<file path="src/rtl/sequence_player.sv">
// rtl/sequence_player.sv - Simon colour-sequence playback FSM driving one-hot LEDs
module sequence_player #(
    parameter int TICKS_PER_UNIT = 1,
    parameter int ON_UNITS       = 4,
    parameter int OFF_UNITS      = 2,
    parameter int DEPTH          = 10
) (
    input  logic       CLOCK_50,
    input  logic       reset,
    input  logic       start,
    input  logic [3:0] level,
    output logic [3:0] rd_addr,
    input  logic [1:0] rd_data,
    output logic [3:0] led,
    output logic       busy,
    output logic       done
);

    localparam int N_ON  = ON_UNITS * TICKS_PER_UNIT;
    localparam int N_OFF = OFF_UNITS * TICKS_PER_UNIT;
    localparam int N_MAX = (N_ON > N_OFF) ? N_ON : N_OFF;
    localparam int CNT_W = (N_MAX > 1) ? $clog2(N_MAX) : 1;

    localparam logic [CNT_W-1:0] ON_LOAD  = CNT_W'(N_ON - 1);
    localparam logic [CNT_W-1:0] OFF_LOAD = CNT_W'(N_OFF - 1);
    localparam logic [4:0]       DEPTH_V  = 5'(DEPTH);

    typedef enum logic [2:0] {
        S_IDLE,
        S_FETCH,
        S_ON,
        S_OFF,
        S_DONE
    } state_t;

    state_t             r_state;
    state_t             w_next;
    logic [3:0]         r_index;
    logic [3:0]         r_level;
    logic [1:0]         r_code;
    logic [CNT_W-1:0]   r_cnt;

    logic               w_level_ok;
    logic               w_cnt_zero;
    logic               w_last;

    // An out-of-range level skips playback and reports completion immediately
    assign w_level_ok = (level != 4'd0) && ({1'b0, level} <= DEPTH_V);
    assign w_cnt_zero = (r_cnt == '0);
    assign w_last     = (r_index == (r_level - 4'd1));

    // State register
    always_ff @(posedge CLOCK_50) begin
        if (reset) begin
            r_state <= S_IDLE;
        end else begin
            r_state <= w_next;
        end
    end

    // Next-state logic; start is only looked at in IDLE so busy/DONE ignore it
    always_comb begin
        w_next = r_state;
        unique case (r_state)
            S_IDLE: begin
                if (start) begin
                    w_next = w_level_ok ? S_FETCH : S_DONE;
                end
            end
            S_FETCH: w_next = S_ON;
            S_ON: begin
                if (w_cnt_zero) begin
                    w_next = S_OFF;
                end
            end
            S_OFF: begin
                if (w_cnt_zero) begin
                    w_next = w_last ? S_DONE : S_FETCH;
                end
            end
            S_DONE:  w_next = S_IDLE;
            default: w_next = S_IDLE;
        endcase
    end

    // Datapath: level latch, entry index, colour code and phase counter loaded on state entry
    always_ff @(posedge CLOCK_50) begin
        if (reset) begin
            r_index <= 4'd0;
            r_level <= 4'd0;
            r_code  <= 2'd0;
            r_cnt   <= '0;
        end else begin
            unique case (r_state)
                S_IDLE: begin
                    if (start && w_level_ok) begin
                        r_level <= level;
                        r_index <= 4'd0;
                    end
                end
                S_FETCH: begin
                    r_code <= rd_data;
                    r_cnt  <= ON_LOAD;
                end
                S_ON: begin
                    if (w_cnt_zero) begin
                        r_cnt <= OFF_LOAD;
                    end else begin
                        r_cnt <= r_cnt - 1'b1;
                    end
                end
                S_OFF: begin
                    if (w_cnt_zero) begin
                        if (!w_last) begin
                            r_index <= r_index + 4'd1;
                        end
                    end else begin
                        r_cnt <= r_cnt - 1'b1;
                    end
                end
                default: begin
                end
            endcase
        end
    end

    // Outputs decoded purely from registered state and the code register
    always_comb begin
        led     = 4'd0;
        busy    = 1'b0;
        done    = 1'b0;
        rd_addr = 4'd0;
        unique case (r_state)
            S_FETCH: begin
                busy    = 1'b1;
                rd_addr = r_index;
            end
            S_ON: begin
                busy = 1'b1;
                led  = 4'b0001 << r_code;
            end
            S_OFF:   busy = 1'b1;
            S_DONE:  done = 1'b1;
            default: begin
            end
        endcase
    end

endmodule
</file>
<file path="config.mk">
export PLATFORM = sky130hd
export DESIGN_NAME = sequence_player
export DESIGN_NICKNAME = d
export VERILOG_FILES = /design/src/rtl/sequence_player.sv
export SDC_FILE = /design/constraint.sdc
export NUM_CORES = 1
export LEC_CHECK = 0
export BUFFER_PORTS_ARGS = -buffer_cell sky130_fd_sc_hd__buf_2
export CAP_MARGIN = 20
export CORE_MARGIN = 5
export CORE_UTILIZATION = 53
export DETAILED_ROUTE_END_ITERATION = 12
export GPL_ROUTABILITY_DRIVEN = 0
export PLACE_DENSITY = 0.77
export RECOVER_POWER = 50
export SLEW_MARGIN = 10
export SYNTH_ARGS = -nofsm -noshare
export SYNTH_HDL_FRONTEND = slang
export SYNTH_SLANG_ARGS = --single-unit
</file>
<file path="constraint.sdc">
create_clock -name CLOCK_50 -period 2.3 [get_ports CLOCK_50]
set_input_delay 0.23 -clock CLOCK_50 [delete_from_list [all_inputs] [get_ports CLOCK_50]]
set_output_delay 0.23 -clock CLOCK_50 [all_outputs]
set_load 0.02 [all_outputs]
</file>
==> results of run 1 <==
==> routing by layer <==
metal  part of all wire, %  GRT usage [%]  up-vias  wire, um
met5                     0              0        -         0
met4                   2.4           8.94        0        48
met3                   5.1           3.42        5       104
met2                    47           29.8       28       948
met1                    46           18.9      411       923
li1                      -              -      452         -
==> report_power, final <==
| group | total, mW | internal (mW) | switching (mW) |
|---|---|---|---|
| logic | 0.348 | 0.136 | 0.212 |
| registers | 0.356 | 0.301 | 0.0546 |
| clock network | 0.152 | 0.0675 | 0.0846 |
| total | 0.857 | 0.505 | 0.352 |
==> layout make-up <==
class / instances / share of cell area, %
multi-input cells: 88 / 55.0
flip-flops and latches: 15 / 28.3
repair buffers: 19 / 8.83
well taps: 25 / 2.94
clock buffers: 4 / 2.47
inverters: 7 / 2.47
==> cell usage in the layout (no fill, tap or decap), types with 5 or more instances in the layout <==
master,netlist,final
mux2i_1,7,7
buf_2,0,15
nand2_1,11,11
dfxtp_1,15,15
nor2_1,12,12
inv_1,7,7
a21oi_1,5,5
and3_1,9,9
nand3_1,6,6
==> through the flow <==
step / util [%] / power [mW] / cells / instance area [sq um] / hold slack [ps]
final: 61.5 / 0.857 / 158 / 1060 / 189
after global routing: 61.5 / 0.926 / 158 / 1060 / 198
after CTS: 62.4 / 0.871 / 158 / 1080 / 187
after detailed placement: 60.9 / 0.718 / 154 / 1050 / 495
after global placement: 60.9 / 0.705 / 154 / 1050 / 485
after floorplan: - / 0.648 / 116 / 963 / 377
==> flip-flops by register name (all words and copies together) (netlist names) <==
name     cells
r_index      4
r_level      4
r_state      3
r_cnt        2
r_code       2
==> path summary, 6_finish.rpt <==
path | endpoint | slack, ps | depth (start not counted)
max | r_state[2]$_SDFFE_PP0P_ | 380 | 6
min | r_code[0]$_SDFFE_PP0P_ | 190 | 3
max reg2reg | r_state[2]$_SDFFE_PP0P_ | 380 | 6
min reg2reg | r_code[0]$_SDFFE_PP0P_ | 510 | 2
==> kinds of logic (layout without fill, tap and decap cells) <==
logic type / count (synthesis) / count (layout) / synth area share (%)
AND/OR/NAND/NOR: 55 / 55 / 30.8
AO/OA/AOI/OAI: 16 / 16 / 11.3
multiplexers: 8 / 8 / 8.44
flip-flops: 15 / 15 / 31.2
XOR/XNOR: 5 / 5 / 6.10
adder cells (fa/ha/maj): 4 / 4 / 5.20
buffers and inverters: 13 / 30 / 7.01
==> critical path, stage by stage, from the launching register on <==
cell,delay (ps)
dfxtp_1,360
inv_1,80
ha_1,260
inv_1,100
a2111oi_0,690
nand2_1,170
o22ai_1,190
==> out/qor_table.md, run 1 <==
| Quantity | This run |
|---|---|
| Pin count of the biggest net entering global routing | 16 |
| Count of synthesis-stage warnings from yosys | 0 |
| Final critical-path setup slack | 382 ps |
| Fin Clk Skew | 5.85 ps |
| Register bit count reported by yosys | 15 |
| Final critical path time including I/O delays and setup | 1920 ps |
| Drt pass-1 iters | 4 |
| Critical path peak fanout | 6 |
| CP Class | reg -> reg |
| Required time of the critical path | 2520 ps |
| Pre-CTS setup slack | 335 ps |
| Detailed router's first-iteration violation count | 13 |
| Vias per inst | 5.67 |
| CTS Root Cell | clkbuf_4 |
| GRT Resource Usage Total | 17.0% |
| Leading cell types by count after synthesis | 15 x dfxtp_1, 12 x nor2_1, 11 x nand2_1, 9 x and3_1 |
| Share of the cycle needed by the critical path after routing | 83.4% |
| FILL cells | 198 |
| Area Growth Syn to Fin | 10.3% |
| Actual transition at the worst max-transition pin | 730 ps |
| Starting density of the core | 55.8% |
| Dominant synthesized flop cell | dfxtp_1 |
| Row cnt | 15 |
| Maximum achievable frequency | 521 MHz |
| Number of nets still failing antenna checks after routing | 0 |
| Post-CTS Hold Fix Bufs | 0 |
| Worst hold path class | in -> reg |
| Synthesized netlist cell count | 116 |
| Die height | 52.6 um |
| Overflow left after global routing | 0 |
| Critical Path Start Type | flop |
| Total via count in the routed design | 896 |
| Worst-path clk slew | 90 ps |
| Outcome | finished clean |
| # nets final | 147 |
| Floorplan die area | 2770 sq um |
| Reg2reg start | r_cnt[0]$_SDFFE_PP0P_ |
| Max-capacitance violation count | 0 |
| Num Clock Sinks | 15 |
| Antenna violations before repair | 0 |
| Layout cells sized above 1 | 15.8% |
| Die span in x | 52.6 um |
| CTS tree | done |
| Maximum ir drop on the vdd rail | 0.000497 V |
| Data arrival time at the worst-slack endpoint | 2140 ps |
| Largest area contributor in the netlist | dfxtp_1 |
| Estimated wirelength of the detail-placed design | 1530 um |
| Proportion of register bits with asynchronous set or reset after synthesis | 0% |
| Post_cts resized | 0 |
| Deepest clock path buffer count | 2 |
| Setup Buffers After CTS | 0 |
| Remaining max-slew budget at the tightest pin | 50.1% |
| Most numerous cell in the Yosys netlist | dfxtp_1 |
| Count of port buffers added during placement | 18 |
| Setup violations, final | 0 |
| Critical path launch point | r_cnt[0]$_SDFFE_PP0P_ |
| Global-route wire length before repair | 3460 um |
| Post-Synthesis Cell Area | 963 sq um |
| Number of max-slew violations in the final report | 0 |
| Area taken by flip-flops and latches | 300 sq um |
| Post-synthesis average cell area | 8.31 sq um |
| Number of library cell types mapped by synthesis | 34 |
| Yosys top cell area share | 31.2% |
| Setup repair after global routing missed its margin | false |
| Clock buffers created by TritonCTS | 3 |
| Leak Pwr | 0.475 nW |
| Synthesized net count | 129 |
| Count of pins on the block boundary | 19 |
| Multi-input logic area | 584 sq um |
| Final Hold Fails | 0 |
| Maximum level of the CTS H-tree | 1 |
| Startpoint of the tightest hold check path | rd_data[0] |
| Capturing element type of the critical path | flop |
| Clock insertion delay at the later pin of the skew report | 290 ps |
| Final routed wirelength across all metal layers | 2020 um |
| Core area | 1730 sq um |
| Cell area power density | 806 nW/um^2 |
| DRC viols | 0 |
| Wirelength per Cell | 12.8 um |
| Aggregate negative setup slack | 0 ps |
| Dominant cells by area after synthesis | dfxtp_1 31%, mux2i_1 7.3%, and3_1 5.8% |
| Vias in the first global route | 831 |
| Sequential element share of the synthesized area | 31.2% |
| Number of synthesized flops with an enable pin | 0 |
| N_diodes | 0 |
Power figures use the tool's default switching activity.
==> run 2, diff against run 1 <==
- clock period: 2.3 -> 2.01 ns (I/O delays scaled with it)
==> run 2 against run 1 <==
Effect of this change: via count shrank 3.0%; utilization grew 1.5 points; clock skew grew 1.6 ps; routed wire length fell by 3.4%; hold slack worse by 28 ps; critical path depth unchanged; sequential power rose by 12%; first-iteration DRC count fell by 15%.
==> out/qor_table.md, run 2 (synthesis results as in run 1) <==
| Quantity | This run | Delta |
|---|---|---|
| Maximum achievable frequency | 527 MHz | was 521 MHz |
| Worst hold path class | in -> reg | unchanged |
| Layout cells sized above 1 | 19.3% | was 15.8% |
| Row cnt | 15 | unchanged |
| Worst-path clk slew | 90 ps | about the same |
| Vias in the first global route | 786 | was 831 |
| Maximum level of the CTS H-tree | 1 | unchanged |
| Setup violations, final | 0 | unchanged |
| Maximum ir drop on the vdd rail | 0.000680 V | was 0.000497 V |
| Net switching power figure | 407 uW | was 352 uW |
| Final routed wirelength across all metal layers | 1960 um | was 2020 um |
| Remaining max-slew budget at the tightest pin | 70.1% | was 50.1% |
| GRT Resource Usage Total | 16.1% | was 17.0% |
| R2R Path End | r_index[0]$_SDFFE_PP0P_ | was r_state[2]$_SDFFE_PP0P_ |
| Comb pwr share | 42.1% | was 40.7% |
| Final critical path time including I/O delays and setup | 1900 ps | was 1920 ps |
| Critical Path Start Type | flop | unchanged |
| Cell depth of the worst flop-to-flop path | 6 | unchanged |
| Starting density of the core | 55.8% | unchanged |
| Deepest clock path buffer count | 2 | unchanged |
| Final critical-path setup slack | 111 ps | was 382 ps |
| Share of the cycle needed by the critical path after routing | 94.5% | was 83.4% |
| Count of port buffers added during placement | 18 | unchanged |
| Floorplan die area | 2770 sq um | unchanged |
| Global-route wire length before repair | 3340 um | was 3460 um |
| Capturing element type of the critical path | flop | unchanged |
| Aggregate negative setup slack | 0 ps | unchanged |
| Total via count in the routed design | 869 | was 896 |
| Top library cells by usage in the layout, fill and taps aside | 17 x buf_2, 15 x dfxtp_1, 12 x nor2_1 | was 15 x buf_2, 15 x dfxtp_1, 12 x nor2_1 |
| Pre-CTS setup slack | 109 ps | was 335 ps |
| Fin Clk Skew | 7.46 ps | was 5.85 ps |
| DRC viols | 0 | unchanged |
| Actual transition at the worst max-transition pin | 447 ps | was 730 ps |
| N_diodes | 0 | unchanged |
| Detailed router's first-iteration violation count | 11 | was 13 |
| Max-capacitance violation count | 0 | unchanged |
| Critical path launch point | r_level[0]$_SDFFE_PP0P_ | was r_cnt[0]$_SDFFE_PP0P_ |
| CP Class | reg -> reg | unchanged |
| Reg2reg start | r_level[0]$_SDFFE_PP0P_ | was r_cnt[0]$_SDFFE_PP0P_ |
| Setup Buffers After CTS | 0 | unchanged |
| Setup repair after global routing missed its margin | false | unchanged |
| Post_cts resized | 0 | unchanged |
| Register-to-Register Setup Slack | 110 ps | was 380 ps |
| Area Growth Syn to Fin | 13.0% | was 10.3% |
| Wirelength per Cell | 12.2 um | was 12.8 um |
| Num Clock Sinks | 15 | unchanged |
| CTS Root Cell | clkbuf_4 | unchanged |
| Clock insertion delay at the later pin of the skew report | 290 ps | about the same |
| Share of power burned in registers | 40.2% | was 41.6% |
| Net switching share of the total power | 41.0% | about the same |
| Pin count of the biggest net entering global routing | 21 | was 16 |
| Drt pass-1 iters | 4 | unchanged |
| Final Util | 63.0% | was 61.5% |
| Biggest registers after layout | r_index x4, r_level x4, r_state x3 | unchanged |
| Leak Pwr | 0.502 nW | was 0.475 nW |
| Overflow left after global routing | 0 | unchanged |
| Capture point of the critical path | r_index[0]$_SDFFE_PP0P_ | was r_state[2]$_SDFFE_PP0P_ |
| Core area | 1730 sq um | unchanged |
| Data arrival time at the worst-slack endpoint | 2090 ps | was 2140 ps |
| Count of pins on the block boundary | 19 | unchanged |
| CTS tree | done | unchanged |
| Clock group share of total power | 17.7% | was 17.8% |
| Critical path peak fanout | 5 | was 6 |
| Die height | 52.6 um | unchanged |
| Internal power | 585 uW | was 505 uW |
| # nets final | 149 | was 147 |
| Estimated wirelength of the detail-placed design | 1510 um | was 1530 um |
| Number of max-slew violations in the final report | 0 | unchanged |
| Post-CTS Hold Fix Bufs | 0 | unchanged |
| Required time of the critical path | 2200 ps | was 2520 ps |
| Outcome | finished clean | unchanged |
| Final Hold Fails | 0 | unchanged |
| Most common cell after layout, fill and taps aside | buf_2 |  |
| Antenna violations before repair | 0 | unchanged |
| Clock buffers created by TritonCTS | 3 | unchanged |
| Vias per inst | 5.43 | was 5.67 |
| Cell area power density | 911 nW/um^2 | was 806 nW/um^2 |
| Number of nets still failing antenna checks after routing | 0 | unchanged |
| Die span in x | 52.6 um | unchanged |
-- run 2: critical path: stages, from the launching register on --
cell,delay [ps]
dfxtp_1,400
inv_1,70
ha_1,300
xnor2_1,250
nor3_4,90
a211oi_1,320
mux2_2,370
-- run 2: area by class of cell --
type / count / area (sq um)
fillers: 166 / 638
multi-input cells: 88 / 596
flip-flops and latches: 15 / 300
repair buffers: 21 / 109
well taps: 25 / 31.3
clock buffers: 4 / 26.3
inverters: 7 / 26.3
-- run 2: layer usage --
| metal | wire length [um] | vias up | global-route usage, % | share of wire, % |
|---|---|---|---|---|
| met3 | 83 | 5 | 2.56 | 4.2 |
| met1 | 903 | 388 | 19.8 | 46 |
| li1 | - | 455 | - | - |
| met4 | 45 | 0 | 7.66 | 2.3 |
| met2 | 922 | 21 | 26.9 | 47 |
| met5 | 0 | - | 0 | 0 |
-- run 2: how the worst min path moves through the flow --
stage / from / endpoint / slack (ps) / depth (start not counted)
2_1_floorplan: level[0] / r_level[0]$_SDFFE_PP0P_ / 350 / 2
3_3_place_gp: rd_data[0] / r_code[0]$_SDFFE_PP0P_ / 460 / 3
3_5_place_dp: rd_data[1] / r_code[1]$_SDFFE_PP0P_ / 460 / 3
4_1_cts: rd_data[1] / r_code[1]$_SDFFE_PP0P_ / 160 / 3
5_1_grt: rd_data[1] / r_code[1]$_SDFFE_PP0P_ / 150 / 3
6_report: rd_data[1] / r_code[1]$_SDFFE_PP0P_ / 160 / 3
-- run 2: stage by stage --
step / total power, mW / cells / area, sq um / hold slack [ps]
5_1_grt: 1.08 / 160 / 1090 / 150
6_report: 0.992 / 160 / 1090 / 160
4_1_cts: 1.00 / 160 / 1090 / 161
2_1_floorplan: 0.742 / 116 / 963 / 348
3_5_place_dp: 0.832 / 156 / 1070 / 465
3_3_place_gp: 0.815 / 156 / 1070 / 461
-- run 2: power groups by stage --
stage          clock (mW)  sequential [mW]  combinational [mW]
2_1_floorplan           0            0.382               0.360
6_report            0.176            0.398               0.418
3_5_place_dp            0            0.406               0.426
4_1_cts             0.177            0.399               0.428
3_3_place_gp            0            0.402               0.413
5_1_grt             0.199            0.410               0.473
==> run 3, diff against run 2 <==
- REMOVE_ABC_BUFFERS: default -> 1
- SKIP_CTS_REPAIR_TIMING: default -> 1
==> run 3 against run 2 <==
Effect of this change: combinational power barely moved; final area down 0.11%; power rose by 1.9%; critical path type unchanged; critical endpoint unchanged.
==> out/qor_table.md, run 3 (synthesis results as in run 1) <==
| Quantity | This run | Delta |
|---|---|---|
| Reg2reg start | r_level[0]$_SDFFE_PP0P_ | unchanged |
| Share of the cycle needed by the critical path after routing | 95.9% | was 94.5% |
| Final routed wirelength across all metal layers | 2240 um | was 1960 um |
| Core area | 1730 sq um | unchanged |
| Cell area power density | 930 nW/um^2 | was 911 nW/um^2 |
| Post-Place Cell Area | 1060 sq um | was 1070 sq um |
| GRT Resource Usage Total | 17.9% | was 16.1% |
| CP Class | reg -> reg | unchanged |
| Data arrival time at the worst-slack endpoint | 2110 ps | was 2090 ps |
| FILL cells | 181 | was 166 |
| Floorplan die area | 2770 sq um | unchanged |
| CP Cell Sequence | inv_1, ha_1, xnor2_1, nor3_4, a211oi_2, mux2_2 | was inv_1, ha_1, xnor2_1, nor3_4, a211oi_1, mux2_2 |
| Maximum achievable frequency | 519 MHz | was 527 MHz |
| Worst-path clk slew | 90 ps | about the same |
| Remaining max-slew budget at the tightest pin | 68.1% | was 70.1% |
| Num Clock Sinks | 15 | unchanged |
| Global-route wire length before repair | 3710 um | was 3340 um |
| Pin count of the biggest net entering global routing | 15 | was 21 |
| Final Hold Fails | 0 | unchanged |
| Critical Path Start Type | flop | unchanged |
| Final critical path time including I/O delays and setup | 1930 ps | was 1900 ps |
| Count of pins on the block boundary | 19 | unchanged |
| Area Growth Syn to Fin | 12.9% | was 13.0% |
| Critical path peak fanout | 5 | unchanged |
| Drt pass-1 iters | 4 | unchanged |
| Estimated wirelength of the detail-placed design | 1700 um | was 1510 um |
| Setup repair after global routing missed its margin | false | unchanged |
| Number of max-slew violations in the final report | 0 | unchanged |
| Number of cells on the worst hold path | 3 | unchanged |
| Worst hold path class | in -> reg | unchanged |
| # nets final | 148 | was 149 |
| Clock insertion delay at the later pin of the skew report | 290 ps | about the same |
| Aggregate negative setup slack | 0 ps | unchanged |
| CTS Root Cell | clkbuf_4 | unchanged |
| N_diodes | 0 | unchanged |
| Maximum ir drop on the vdd rail | 0.000594 V | was 0.000680 V |
| Detailed router's first-iteration violation count | 31 | was 11 |
| Cell depth of the worst flop-to-flop path | 6 | unchanged |
| Fin Clk Skew | 2.78 ps | was 7.46 ps |
| Clock buffers created by TritonCTS | 3 | unchanged |
| Outcome | finished clean | unchanged |
| Total via count in the routed design | 919 | was 869 |
| Leak Pwr | 0.494 nW | was 0.502 nW |
| Top library cells by usage in the layout, fill and taps aside | 16 x buf_2, 15 x dfxtp_1, 12 x nor2_1 | was 17 x buf_2, 15 x dfxtp_1, 12 x nor2_1 |
| Count of port buffers added during placement | 18 | unchanged |
| Wirelength per Cell | 14.1 um | was 12.2 um |
| Vias per inst | 5.78 | was 5.43 |
| Critical path launch point | r_level[0]$_SDFFE_PP0P_ | unchanged |
| Critical path buffer and inverter count | 1 | unchanged |
| CTS tree | done | unchanged |
| Layout cells sized above 1 | 18.7% | was 19.3% |
| Required time of the critical path | 2190 ps | was 2200 ps |
| Capturing element type of the critical path | flop | unchanged |
| Setup violations, final | 0 | unchanged |
| Biggest registers after layout | r_index x4, r_level x4, r_state x3 | unchanged |
| Stages on the worst setup path | 6 | unchanged |
| Deepest clock path buffer count | 2 | unchanged |
| Slowest cell on the critical path | dfxtp_1 | unchanged |
| Row cnt | 15 | unchanged |
| DRC viols | 0 | unchanged |
| Most common cell after layout, fill and taps aside | buf_2 | unchanged |
| Critical path's top delay family | flip-flops | unchanged |
| Number of nets still failing antenna checks after routing | 0 | unchanged |
| Die span in x | 52.6 um | unchanged |
| Actual transition at the worst max-transition pin | 476 ps | was 447 ps |
| Maximum level of the CTS H-tree | 1 | unchanged |
| Largest incremental delay on the critical path | 400 ps | about the same |
| Max-capacitance violation count | 0 | unchanged |
| Post-route standard cell area excluding fillers | 1090 sq um | about the same |
| Antenna violations before repair | 0 | unchanged |
| Startpoint of the tightest hold check path | rd_data[0] | was rd_data[1] |
| Starting density of the core | 55.8% | unchanged |
| Vias in the first global route | 869 | was 786 |
| Die height | 52.6 um | unchanged |
| Overflow left after global routing | 0 | unchanged |
[run 3: metrics by stage]
| step | std cells | hold slack [ps] | total power, mW | worst slack (ps) | utilization (%) |
|---|---|---|---|---|---|
| 4_1_cts | 159 | 158 | 1.01 | -5.72 | 62.8 |
| 2_1_floorplan | 110 | 270 | 0.707 | 168 | - |
| 3_5_place_dp | 155 | 467 | 0.837 | 13.5 | 61.3 |
| 6_report | 159 | 157 | 1.01 | 82.1 | 63.0 |
| 3_3_place_gp | 155 | 460 | 0.813 | 119 | 61.3 |
| 5_1_grt | 159 | 155 | 1.09 | 17.2 | 63.0 |
[run 3: power breakdown]
group / switching, mW / internal, mW
registers: 0.0697 / 0.345
logic: 0.254 / 0.165
clock network: 0.100 / 0.0773
[run 3: routing by layer]
metal | track usage [%] | wire [um]
met5 | 0 | 0
met2 | 33.3 | 1100
met1 | 19.6 | 980
met3 | 3.42 | 117
met4 | 6.81 | 39
[run 3: area by class of cell]
| class | instances | area (sq um) | share of cell area [%] |
|---|---|---|---|
| Tap cell | 25 | 31.3 | 2.88 |
| Clock buffer | 4 | 26.3 | 2.42 |
| Sequential cell | 15 | 300 | 27.6 |
| Timing Repair Buffer | 20 | 103 | 9.44 |
| Multi-Input combinational cell | 88 | 601 | 55.2 |
| Inverter | 7 | 26.3 | 2.42 |
[run 3: worst paths after layout]
kind                                   to  slack [ps]
setup / recovery  r_index[0]$_SDFFE_PP0P_          80
hold reg to reg    r_code[0]$_SDFFE_PP0P_         500
hold / removal     r_code[0]$_SDFFE_PP0P_         160
setup reg to reg  r_index[0]$_SDFFE_PP0P_          80
[run 3: worst register-to-register path: cells and delay by family (launching register included)]
family | cells | cell delay [ps]
xor gates and xnor gates | 1 | 250
AOI/OAI and AO/OA | 1 | 300
muxes | 1 | 370
adders and majority gates | 1 | 320
and+or+nand+nor | 1 | 100
buffers and inverters | 1 | 80
DFF | 1 | 400
